[src/rtl/io_uart_tx.sv]
// io_uart_tx: memory-mapped 8N1 UART transmitter with a TX FIFO.
// Register map: 0x0 TXDATA (write-only), 0x4 STATUS, 0x8 CTRL.
module io_uart_tx #(
  parameter int unsigned     XLEN         = 32,
  // Start of the SoC IO window (IO_LO).
  parameter logic [XLEN-1:0] BASE_ADDR    = XLEN'(32'h1000_0000),
  parameter int unsigned     CLKS_PER_BIT = 868,
  parameter int unsigned     FIFO_DEPTH   = 8
) (
  input  logic            i_clk,
  input  logic            i_rst,
  input  logic            i_wr_en,
  input  logic            i_rd_en,
  input  logic [XLEN-1:0] i_addr,
  input  logic [XLEN-1:0] i_wr_data,
  output logic [XLEN-1:0] o_rd_data,
  output logic            o_tx
);

  localparam int unsigned PW = $clog2(FIFO_DEPTH);
  localparam int unsigned CW = $clog2(FIFO_DEPTH + 1);
  localparam logic [15:0] BAUD_RELOAD = 16'(CLKS_PER_BIT - 1);

  typedef enum logic [1:0] {S_IDLE, S_START, S_DATA, S_STOP} state_t;

  logic [7:0]      r_mem [FIFO_DEPTH];
  logic [PW-1:0]   r_wptr, r_rptr;
  logic [CW-1:0]   r_count;
  logic            r_ovf, r_en;
  state_t          r_state, w_state_nx;
  logic [15:0]     r_baud, w_baud_nx;
  logic [7:0]      r_shift, w_shift_nx;
  logic [2:0]      r_idx, w_idx_nx;
  logic            r_tx, w_tx_nx;
  logic [XLEN-1:0] r_rd_data;

  logic [XLEN-1:0] w_off, w_status, w_rd_val;
  logic            w_sel, w_wr_txdata, w_wr_status, w_wr_ctrl;
  logic            w_push, w_pop, w_full, w_empty, w_tick, w_unused;

  // Address decode: 3 aligned words starting at BASE_ADDR.
  assign w_off       = i_addr - BASE_ADDR;
  assign w_sel       = (i_addr >= BASE_ADDR) && (w_off < XLEN'(12)) && (i_addr[1:0] == 2'b00);
  assign w_wr_txdata = i_wr_en && w_sel && (w_off[3:2] == 2'd0);
  assign w_wr_status = i_wr_en && w_sel && (w_off[3:2] == 2'd1);
  assign w_wr_ctrl   = i_wr_en && w_sel && (w_off[3:2] == 2'd2);
  assign w_unused    = ^i_wr_data[XLEN-1:8];

  assign w_full  = (r_count == CW'(FIFO_DEPTH));
  assign w_empty = (r_count == '0);
  // A full FIFO still accepts a push when the FSM pops in the same cycle.
  assign w_push  = w_wr_txdata && (!w_full || w_pop);
  assign w_tick  = (r_baud == 16'd0);

  // FIFO storage; not reset, only the pointers and count define contents.
  always_ff @(posedge i_clk) begin
    if (w_push) r_mem[r_wptr] <= i_wr_data[7:0];
  end

  // FIFO pointers, count, sticky overflow and enable.
  always_ff @(posedge i_clk or posedge i_rst) begin
    if (i_rst) begin
      r_wptr  <= '0;
      r_rptr  <= '0;
      r_count <= '0;
      r_ovf   <= 1'b0;
      r_en    <= 1'b0;
    end else begin
      if (w_push) r_wptr <= r_wptr + PW'(1);
      if (w_pop)  r_rptr <= r_rptr + PW'(1);
      case ({w_push, w_pop})
        2'b10:   r_count <= r_count + CW'(1);
        2'b01:   r_count <= r_count - CW'(1);
        default: r_count <= r_count;
      endcase
      if (w_wr_txdata && w_full && !w_pop) r_ovf <= 1'b1;
      else if (w_wr_status && i_wr_data[3]) r_ovf <= 1'b0;
      if (w_wr_ctrl) r_en <= i_wr_data[0];
    end
  end

  // Status word and read-data mux from pre-edge state.
  always_comb begin
    w_status        = '0;
    w_status[0]     = w_full;
    w_status[1]     = w_empty;
    w_status[2]     = (r_state != S_IDLE);
    w_status[3]     = r_ovf;
    w_status[15:8]  = 8'(r_count);
    w_rd_val        = '0;
    if (w_sel) begin
      case (w_off[3:2])
        2'd1:    w_rd_val = w_status;
        2'd2:    w_rd_val = {{(XLEN-1){1'b0}}, r_en};
        default: w_rd_val = '0;
      endcase
    end
  end

  // Registered read port; holds until the next read.
  always_ff @(posedge i_clk or posedge i_rst) begin
    if (i_rst)        r_rd_data <= '0;
    else if (i_rd_en) r_rd_data <= w_rd_val;
  end

  // TX FSM next-state, baud counter, shifter and line level.
  always_comb begin
    w_state_nx = r_state;
    w_baud_nx  = r_baud;
    w_shift_nx = r_shift;
    w_idx_nx   = r_idx;
    w_tx_nx    = r_tx;
    w_pop      = 1'b0;
    unique case (r_state)
      S_IDLE: begin
        w_tx_nx = 1'b1;
        if (r_en && !w_empty) begin
          w_pop      = 1'b1;
          w_shift_nx = r_mem[r_rptr];
          w_tx_nx    = 1'b0;
          w_baud_nx  = BAUD_RELOAD;
          w_state_nx = S_START;
        end
      end
      S_START: begin
        w_baud_nx = w_tick ? BAUD_RELOAD : r_baud - 16'd1;
        if (w_tick) begin
          w_tx_nx    = r_shift[0];
          w_shift_nx = {1'b0, r_shift[7:1]};
          w_idx_nx   = 3'd0;
          w_state_nx = S_DATA;
        end
      end
      S_DATA: begin
        w_baud_nx = w_tick ? BAUD_RELOAD : r_baud - 16'd1;
        if (w_tick) begin
          if (r_idx == 3'd7) begin
            w_tx_nx    = 1'b1;
            w_state_nx = S_STOP;
          end else begin
            w_tx_nx    = r_shift[0];
            w_shift_nx = {1'b0, r_shift[7:1]};
            w_idx_nx   = r_idx + 3'd1;
          end
        end
      end
      S_STOP: begin
        w_baud_nx = w_tick ? BAUD_RELOAD : r_baud - 16'd1;
        if (w_tick) begin
          // Chain straight into the next frame when data is waiting.
          if (r_en && !w_empty) begin
            w_pop      = 1'b1;
            w_shift_nx = r_mem[r_rptr];
            w_tx_nx    = 1'b0;
            w_state_nx = S_START;
          end else begin
            w_state_nx = S_IDLE;
          end
        end
      end
    endcase
  end

  // TX FSM state register; line forced idle-high by reset.
  always_ff @(posedge i_clk or posedge i_rst) begin
    if (i_rst) begin
      r_state <= S_IDLE;
      r_baud  <= '0;
      r_shift <= '0;
      r_idx   <= '0;
      r_tx    <= 1'b1;
    end else begin
      r_state <= w_state_nx;
      r_baud  <= w_baud_nx;
      r_shift <= w_shift_nx;
      r_idx   <= w_idx_nx;
      r_tx    <= w_tx_nx;
    end
  end

  assign o_rd_data = r_rd_data;
  assign o_tx      = r_tx;

endmodule

[config.mk]
export PLATFORM = sky130hd
export DESIGN_NAME = io_uart_tx
export DESIGN_NICKNAME = d
export VERILOG_FILES = /design/src/rtl/io_uart_tx.sv
export SDC_FILE = /design/constraint.sdc
export NUM_CORES = 1
export LEC_CHECK = 0
export ABC_AREA = 1
export CAP_MARGIN = 10
export CORE_ASPECT_RATIO = 1.5
export CORE_UTILIZATION = 45
export DETAILED_ROUTE_END_ITERATION = 6
export PLACE_DENSITY_LB_ADDON = 0.25
export SETUP_SLACK_MARGIN = 0.2
export SYNTH_ARGS = -nofsm -noshare
export SYNTH_HDL_FRONTEND = slang
export SYNTH_SLANG_ARGS = --single-unit
[constraint.sdc]
create_clock -name i_clk -period 2.25 [get_ports i_clk]
set_input_delay 0.45 -clock i_clk [delete_from_list [all_inputs] [get_ports i_clk]]
set_output_delay 0.45 -clock i_clk [all_outputs]
set_load 0.05 [all_outputs]
==> impl_metrics.env, run 1 <==
export IMPL_row_count=50
export IMPL_avgSynthCellArea_um2=9.99
export IMPL_yosys_area_top_type_share=0.334
export IMPL_timing_reg2reg_worst_path_depth=15
export IMPL_timing_reg2reg_setup_slack_ns=0.21
export IMPL_p_clk_frac=0.478
export IMPL_setup_violations=0
export IMPL_total_track_usage=0.197
export IMPL_drive_gt1_frac=0.233
export IMPL_worstPathRequired_ns=2.56
export IMPL_placement_cell_area_um2=6780
export IMPL_wl_per_instance_um=14.1
export IMPL_synth_flop_cell="sky130_fd_sc_hd__edfxtp_1"
export IMPL_clk_insertion_delay_late_ns=0.42
export IMPL_crit_reg2reg_launch="r_baud[1]$_DFFE_PP0N_"
export IMPL_grt_first_pass_wirelength_mm=19.9
export IMPL_power_leakage_nw=3.18
export IMPL_timing_fmax_mhz=490
export IMPL_largest_driver_fanout_on_the_critical_path=3
export IMPL_maxSlewHeadroom=0.659
export IMPL_hold_path_class="primary input to async pin"
export IMPL_floorplan_core_area_um2=12500
export IMPL_seq_power_share=0.428
export IMPL_yosysMostFrequentCell="sky130_fd_sc_hd__nand2_1"
export IMPL_power_density_nw_per_um2=728
export IMPL_chipHeight_um=141
export IMPL_syn_area_um2=5760
export IMPL_tritoncts_num_buffers=17
export IMPL_sw_frac=0.262
export IMPL_avgViaCountPerCell=5.05
export IMPL_netlist_top_cells_area="sky130_fd_sc_hd__edfxtp_1 33%, sky130_fd_sc_hd__dfrtp_1 21%, sky130_fd_sc_hd__nand2_1 5.3%"
export IMPL_layout_setup_ws_ns=0.209
export IMPL_worstSetupPathType="flip-flop to flip-flop"
export IMPL_pre_cts_slack_ns=-0.353
export IMPL_final_hold_worst_slack_ns=0.338
export IMPL_synthArstFlopShare=0.439
export IMPL_p_int_mw=4.12
export IMPL_nets=771
export IMPL_final_fill_count=1013
export IMPL_final_design_area_no_fill_um2=7670
export IMPL_unrepaired_setup_endpoints_after_global_routing="true"
export IMPL_antenna_violating_nets_post_route=0
export IMPL_critPathArrivalTime_ns=2.35
export IMPL_timing_critical_path_to_type="flip-flop"
export IMPL_dp_hpwl_mm=8.29
export IMPL_clock_skew_ns=0.00687
export IMPL_tritoncts="built"
export IMPL_yosys_register_bits=114
export IMPL_die_area_um2=13300
export IMPL_finalCriticalPeriod_ns=2.04
export IMPL_detailroute_via_count=4329
export IMPL_chipWidth_um=94.4
export IMPL_cts_hold_repair_buffers=0
export IMPL_floorplan_initialDensity=0.460
export IMPL_areaGrowthSynthToFinish_pct=33.1
export IMPL_status="completed"
export IMPL_antenna_cells_inserted=0
export IMPL_ys_seq_area_frac=0.551
export IMPL_root_buffer="sky130_fd_sc_hd__clkbuf_16"
export IMPL_critical_path_reg2reg_endpoint="r_count[2]$_DFFE_PP0P_"
export IMPL_grt_antenna_before_repair=0
export IMPL_via_count_of_the_first_global_routing_pass=4417
export IMPL_remaining_drc_errors=0
export IMPL_grt_max_degree=35
export IMPL_kind_of_launch_point_of_the_worst_setup_path="flip-flop"
export IMPL_io_buffer_count=52
export IMPL_slew_violations=0
export IMPL_ctsHtreeMaxLevel=4
export IMPL_path_clk_slew_ns=0.06
export IMPL_detailedRoute_firstPassIterationCount=5
export IMPL_synthCells=577
export IMPL_routed_wirelength_mm=12.1
export IMPL_max_slew_worst_pin_slew_ns=0.510
export IMPL_placer_congestion=0.817
export IMPL_post_synth_most_frequent_cells="82 x sky130_fd_sc_hd__nand2_1, 71 x sky130_fd_sc_hd__nor2_1, 64 x sky130_fd_sc_hd__edfxtp_1, 57 x sky130_fd_sc_hd__inv_1, 49 x sky130_fd_sc_hd__dfrtp_1"
export IMPL_pwr_share_comb=0.095
export IMPL_1st_iter_drt_viols=184
export IMPL_synth_enable_flop_cells=64
export IMPL_timing_max_cap_violations=0
export IMPL_power_ir_vdd_worst_mv=0.579
export IMPL_post_route_period_util=0.907
export IMPL_synth_cell_type_count=49
export IMPL_timing_final_hold_violations=0
export IMPL_finalCoreUtilization=0.613
export IMPL_net_switching_component_of_the_power_mw=1.46
export IMPL_cts_sinks=114
export IMPL_cts_root_to_sink_buffers=2
export IMPL_ios=101
export IMPL_grt_overflow=0
export IMPL_post_synth_top_area_cell="sky130_fd_sc_hd__edfxtp_1"
export IMPL_ys_warn_count=0
cell usage in the layout (no fill, tap or decap), types with 3 or more instances in the layout:
cell type,n
sky130_fd_sc_hd__buf_4,47
sky130_fd_sc_hd__dlygate4sd2_1,6
sky130_fd_sc_hd__or2_2,6
sky130_fd_sc_hd__ha_4,3
sky130_fd_sc_hd__nand2_1,80
sky130_fd_sc_hd__nand4_1,4
sky130_fd_sc_hd__a21oi_1,4
sky130_fd_sc_hd__inv_2,7
sky130_fd_sc_hd__o211ai_1,5
sky130_fd_sc_hd__clkbuf_16,17
sky130_fd_sc_hd__ha_1,10
sky130_fd_sc_hd__nand3_1,27
sky130_fd_sc_hd__o21ai_0,42
sky130_fd_sc_hd__inv_1,50
sky130_fd_sc_hd__nand2_4,5
sky130_fd_sc_hd__nand3_4,3
sky130_fd_sc_hd__xor2_1,12
sky130_fd_sc_hd__inv_6,7
sky130_fd_sc_hd__inv_8,6
sky130_fd_sc_hd__nor3_4,8
sky130_fd_sc_hd__conb_1,24
sky130_fd_sc_hd__o22ai_1,11
sky130_fd_sc_hd__nor2_4,4
sky130_fd_sc_hd__nor2_2,5
sky130_fd_sc_hd__nand3_2,3
sky130_fd_sc_hd__edfxtp_1,64
sky130_fd_sc_hd__nand3b_1,3
sky130_fd_sc_hd__mux2i_1,3
sky130_fd_sc_hd__o32ai_1,4
sky130_fd_sc_hd__o21bai_1,7
sky130_fd_sc_hd__dlymetal6s2s_1,3
sky130_fd_sc_hd__nand2_2,9
sky130_fd_sc_hd__a31o_2,3
sky130_fd_sc_hd__clkdlybuf4s50_1,43
sky130_fd_sc_hd__clkinvlp_4,3
sky130_fd_sc_hd__o21ai_1,8
sky130_fd_sc_hd__buf_12,9
sky130_fd_sc_hd__o31ai_1,4
sky130_fd_sc_hd__nor2_1,67
sky130_fd_sc_hd__dfrtp_1,48
worst max-delay path, cell delays in order (launching register included):
cell and delay, ns:
sky130_fd_sc_hd__dfrtp_1 0.40, sky130_fd_sc_hd__inv_2 0.09, sky130_fd_sc_hd__ha_4 0.16, sky130_fd_sc_hd__inv_4 0.05, sky130_fd_sc_hd__nor2_8 0.12, sky130_fd_sc_hd__nand3_4 0.11
sky130_fd_sc_hd__a21oi_4 0.20, sky130_fd_sc_hd__nand2_4 0.07, sky130_fd_sc_hd__xor2_2 0.14, sky130_fd_sc_hd__ha_2 0.20, sky130_fd_sc_hd__nor2_1 0.10, sky130_fd_sc_hd__nand3_1 0.08
sky130_fd_sc_hd__nand2_2 0.07, sky130_fd_sc_hd__nand3_2 0.05, sky130_fd_sc_hd__nand2_1 0.06, sky130_fd_sc_hd__inv_1 0.03
metal layers:
layer	GRT usage	vias to the layer above	routed length, um
met5	0	-	0
met4	0.0931	0	273
met3	0.0415	25	342
met2	0.376	77	7020
met1	0.197	2090	4470
li1	-	2137	-
flip-flops by register name, summed over array words and instances (netlist names):
| name | cells |
|---|---|
| r_shift | 8 |
| r_ovf | 1 |
| o_tx | 1 |
| r_state | 2 |
| r_rptr | 3 |
| r_idx | 3 |
| r_mem | 64 |
| r_baud | 16 |
| o_rd_data | 8 |
| r_wptr | 3 |
| r_en | 1 |
| r_count | 4 |
cells by family (layout without fill, tap and decap cells):
group	Yosys count	count (layout)	share of synthesized area
other cells	1	24	0.000651
compound gates	98	99	0.109
flops	114	114	0.551
xor+xnor	14	14	0.0213
fa+ha+maj	15	15	0.0326
simple gates	230	230	0.193
mux	4	4	0.00717
buf+inv	101	201	0.0847
through the flow:
| stage | total power, mW | std cells | setup TNS [ns] |
|---|---|---|---|
| 3_5_place_dp | 2.92 | 795 | -18.90 |
| 5_1_grt | 5.79 | 857 | 0 |
| 3_3_place_gp | 2.90 | 795 | -15.41 |
| 4_1_cts | 5.62 | 848 | 0 |
| 2_1_floorplan | 2.77 | 600 | 0 |
| 6_report | 5.59 | 857 | 0 |
power by group through the flow:
stage	Sequential, mW	Clock (mW)	Combinational, mW
after global routing	2.40	2.80	0.591
after floorplan	2.44	0	0.324
after CTS	2.39	2.71	0.516
after detailed placement	2.43	0	0.484
after global placement	2.43	0	0.467
final	2.39	2.67	0.528
what timing repair did:
action                                  4_1_cts  5_1_grt
pin swaps                                    18       20
endpoints found under the setup margin       69       76
setup buffers                                21        8
cloned                                        0        1
resized for setup                            15       14
worst max path at each step:
stage                                      start                      to  slack (ns)
after floorplan           r_state[1]$_DFFE_PP0P_  r_count[2]$_DFFE_PP0P_        0.19
after global placement                 i_addr[2]  r_count[2]$_DFFE_PP0P_       -0.29
after detailed placement               i_addr[2]  r_count[2]$_DFFE_PP0P_       -0.35
after CTS                  r_baud[5]$_DFFE_PP0N_   r_mem[1][3]$_DFFE_PP_        0.17
after global routing       r_baud[1]$_DFFE_PP0N_  r_count[2]$_DFFE_PP0P_        0.08
final                      r_baud[1]$_DFFE_PP0N_  r_count[2]$_DFFE_PP0P_        0.21
cell type report:
type	instances	area [um2]	share of cell area
Clock buffer	17	425	0.0555
Inverter	61	244	0.0318
Sequential cell	114	3180	0.414
Timing Repair Buffer	108	1050	0.137
Clock inverter	15	161	0.0210
Tap cell	156	195	0.0255
Multi-Input combinational cell	386	2410	0.315
Power figures use the tool's default switching activity.
==> inputs of run 2 (changes only) <==
--- a/config.mk
+++ b/config.mk
@@ -8,6 +8,7 @@
 export ABC_AREA = 1
 export CAP_MARGIN = 10
 export CORE_ASPECT_RATIO = 1.5
+export CORE_MARGIN = 2
 export CORE_UTILIZATION = 45
 export DETAILED_ROUTE_END_ITERATION = 6
 export PLACE_DENSITY_LB_ADDON = 0.25
==> impl_metrics.env, run 2 (same netlist as run 1, synthesis figures left out) <==
export IMPL_post_route_period_util=0.924
export IMPL_drive_gt1_frac=0.239
export IMPL_max_slew_worst_pin_slew_ns=0.574
export IMPL_wl_per_instance_um=14.5
export IMPL_finish_cell_count_without_fillers=860
export IMPL_final_design_area_no_fill_um2=7720
export IMPL_regMostFlops="r_mem"
export IMPL_antenna_cells_inserted=0
export IMPL_clk_insertion_delay_late_ns=0.42
export IMPL_timing_critical_path_to="r_mem[3][3]$_DFFE_PP_"
export IMPL_final_fill_count=975
export IMPL_placed_cells=794
export IMPL_chipHeight_um=143
export IMPL_areaGrowthSynthToFinish_pct=34.0
export IMPL_largest_driver_fanout_on_the_critical_path=8
export IMPL_timing_reg2reg_worst_path_depth=11
export IMPL_finalCoreUtilization=0.617
export IMPL_unrepaired_setup_endpoints_after_global_routing="true"
export IMPL_timing_critical_path_to_type="flip-flop"
export IMPL_1st_iter_drt_viols=163
export IMPL_grt_max_degree=35
export IMPL_hold_path_class="primary input to async pin"
export IMPL_multi_input_area_um2=2430
export IMPL_io_buffer_count=52
export IMPL_crit_reg2reg_launch="r_state[0]$_DFFE_PP0P_"
export IMPL_ctsHtreeMaxLevel=4
export IMPL_root_buffer="sky130_fd_sc_hd__clkbuf_16"
export IMPL_grt_antenna_before_repair=0
export IMPL_mostFrequentLayoutCells="80 x sky130_fd_sc_hd__nand2_1, 66 x sky130_fd_sc_hd__nor2_1, 64 x sky130_fd_sc_hd__edfxtp_1"
export IMPL_via_count_of_the_first_global_routing_pass=4289
export IMPL_antenna_violating_nets_post_route=0
export IMPL_routed_wirelength_mm=12.5
export IMPL_critical_path_reg2reg_endpoint="r_mem[3][3]$_DFFE_PP_"
export IMPL_worstPathRequired_ns=2.37
export IMPL_setup_violations=0
export IMPL_timing_reg2reg_setup_slack_ns=0.17
export IMPL_slew_violations=0
export IMPL_worstSetupPathType="flip-flop to flip-flop"
export IMPL_placer_congestion=0.778
export IMPL_avgViaCountPerCell=5.09
export IMPL_remaining_drc_errors=0
export IMPL_maxSlewHeadroom=0.617
export IMPL_power_ir_vdd_worst_mv=0.565
export IMPL_sequential_cell_area_in_the_final_layout_um2=3180
export IMPL_total_track_usage=0.190
export IMPL_grt_overflow=0
export IMPL_tritoncts_num_buffers=17
export IMPL_timing_fmax_mhz=481
export IMPL_dp_hpwl_mm=8.49
export IMPL_cts_sinks=114
export IMPL_ios=101
export IMPL_detailedRoute_firstPassIterationCount=4
export IMPL_path_clk_slew_ns=0.06
export IMPL_detailroute_via_count=4375
export IMPL_tns_ns=0
export IMPL_critPathArrivalTime_ns=2.20
export IMPL_cts_root_to_sink_buffers=2
export IMPL_kind_of_launch_point_of_the_worst_setup_path="flip-flop"
export IMPL_finalCriticalPeriod_ns=2.08
export IMPL_tritoncts="built"
export IMPL_timing_final_hold_violations=0
export IMPL_biggestRegsByFlops="r_mem (64), r_baud (16)"
export IMPL_power_density_nw_per_um2=725
export IMPL_nets=774
export IMPL_layout_cells_most_common="sky130_fd_sc_hd__nand2_1"
export IMPL_status="completed"
export IMPL_floorplan_core_area_um2=12500
export IMPL_floorplan_initialDensity=0.460
export IMPL_die_area_um2=13700
export IMPL_power_leakage_nw=3.27
export IMPL_timing_max_cap_violations=0
export IMPL_cts_hold_repair_buffers=0
export IMPL_clock_skew_ns=0.0101
export IMPL_chipWidth_um=96.4
export IMPL_placement_cell_area_um2=6770
export IMPL_startpoint="r_state[0]$_DFFE_PP0P_"
export IMPL_largest_reg_flops=64
export IMPL_row_count=50
export IMPL_grt_first_pass_wirelength_mm=19.9
run 2: cell types whose count changed in the layout (fill, tap and decap cells not counted), sizes merged:
cell	delta
clkinvlp	-1
clkinv	+2
inv	-1
clkdlybuf4s50	-2
dlygate4sd2	-2
dlymetal6s2s	+4
buf	+3
run 2: how the worst min path moves through the flow:
stage	endpoint	slack (ns)	depth (start not counted)
after floorplan	r_shift[7]$_DFFE_PP0P_	0.45	2
after global placement	r_shift[2]$_DFFE_PP0P_	0.47	2
after detailed placement	r_shift[0]$_DFFE_PP0P_	0.48	2
after CTS	r_baud[7]$_DFFE_PP0N_	0.44	2
after global routing	r_shift[2]$_DFFE_PP0P_	0.48	2
final	r_shift[2]$_DFFE_PP0P_	0.42	2
run 2: routing by layer:
layer  routed length (um)  global-route usage
met1                 4750               0.201
met3                  387              0.0440
met4                  263              0.0704
met2                 7070               0.354
met5                    0                   0
run 2: area by class of cell:
type | count | share of cell area
Clock buffer | 17 | 0.0551
Clock inverter | 15 | 0.0214
Inverter | 61 | 0.0309
Multi-Input combinational cell | 386 | 0.314
Sequential cell | 114 | 0.411
Tap cell | 156 | 0.0253
Timing Repair Buffer | 111 | 0.141
run 2: through the flow:
stage | hold WS (ns) | power, mW | setup WS [ns]
floorplan | 0.450 | 2.77 | 0.191
global placement | 0.468 | 2.89 | -0.296
detailed placement | 0.478 | 2.91 | -0.339
CTS | 0.442 | 5.62 | 0.193
global route | 0.480 | 5.80 | 0.0632
finish | 0.423 | 5.60 | 0.171
run 2: repair_timing:
action,CTS,global route
gates resized for setup,8,25
cloned,0,1
pin swaps,10,30
buffers inserted,14,19
setup endpoints to repair,67,75
run 2: worst max-delay path, cell delays in order, from the launching register on:
cell and delay, ns:
sky130_fd_sc_hd__dfrtp_1 0.43, sky130_fd_sc_hd__inv_2 0.10, sky130_fd_sc_hd__ha_4 0.21, sky130_fd_sc_hd__a21oi_4 0.15, sky130_fd_sc_hd__buf_6 0.13, sky130_fd_sc_hd__nand3_4 0.09, sky130_fd_sc_hd__nand2_4 0.08, sky130_fd_sc_hd__nand2_4 0.06
sky130_fd_sc_hd__inv_6 0.08, sky130_fd_sc_hd__nand2_8 0.08, sky130_fd_sc_hd__nor3_4 0.20, sky130_fd_sc_hd__buf_12 0.16
run 2: power breakdown:
group	switching, mW	internal [mW]	total, mW
registers	0.0666	2.32	2.39
clock network	1.10	1.57	2.67
logic	0.304	0.230	0.534
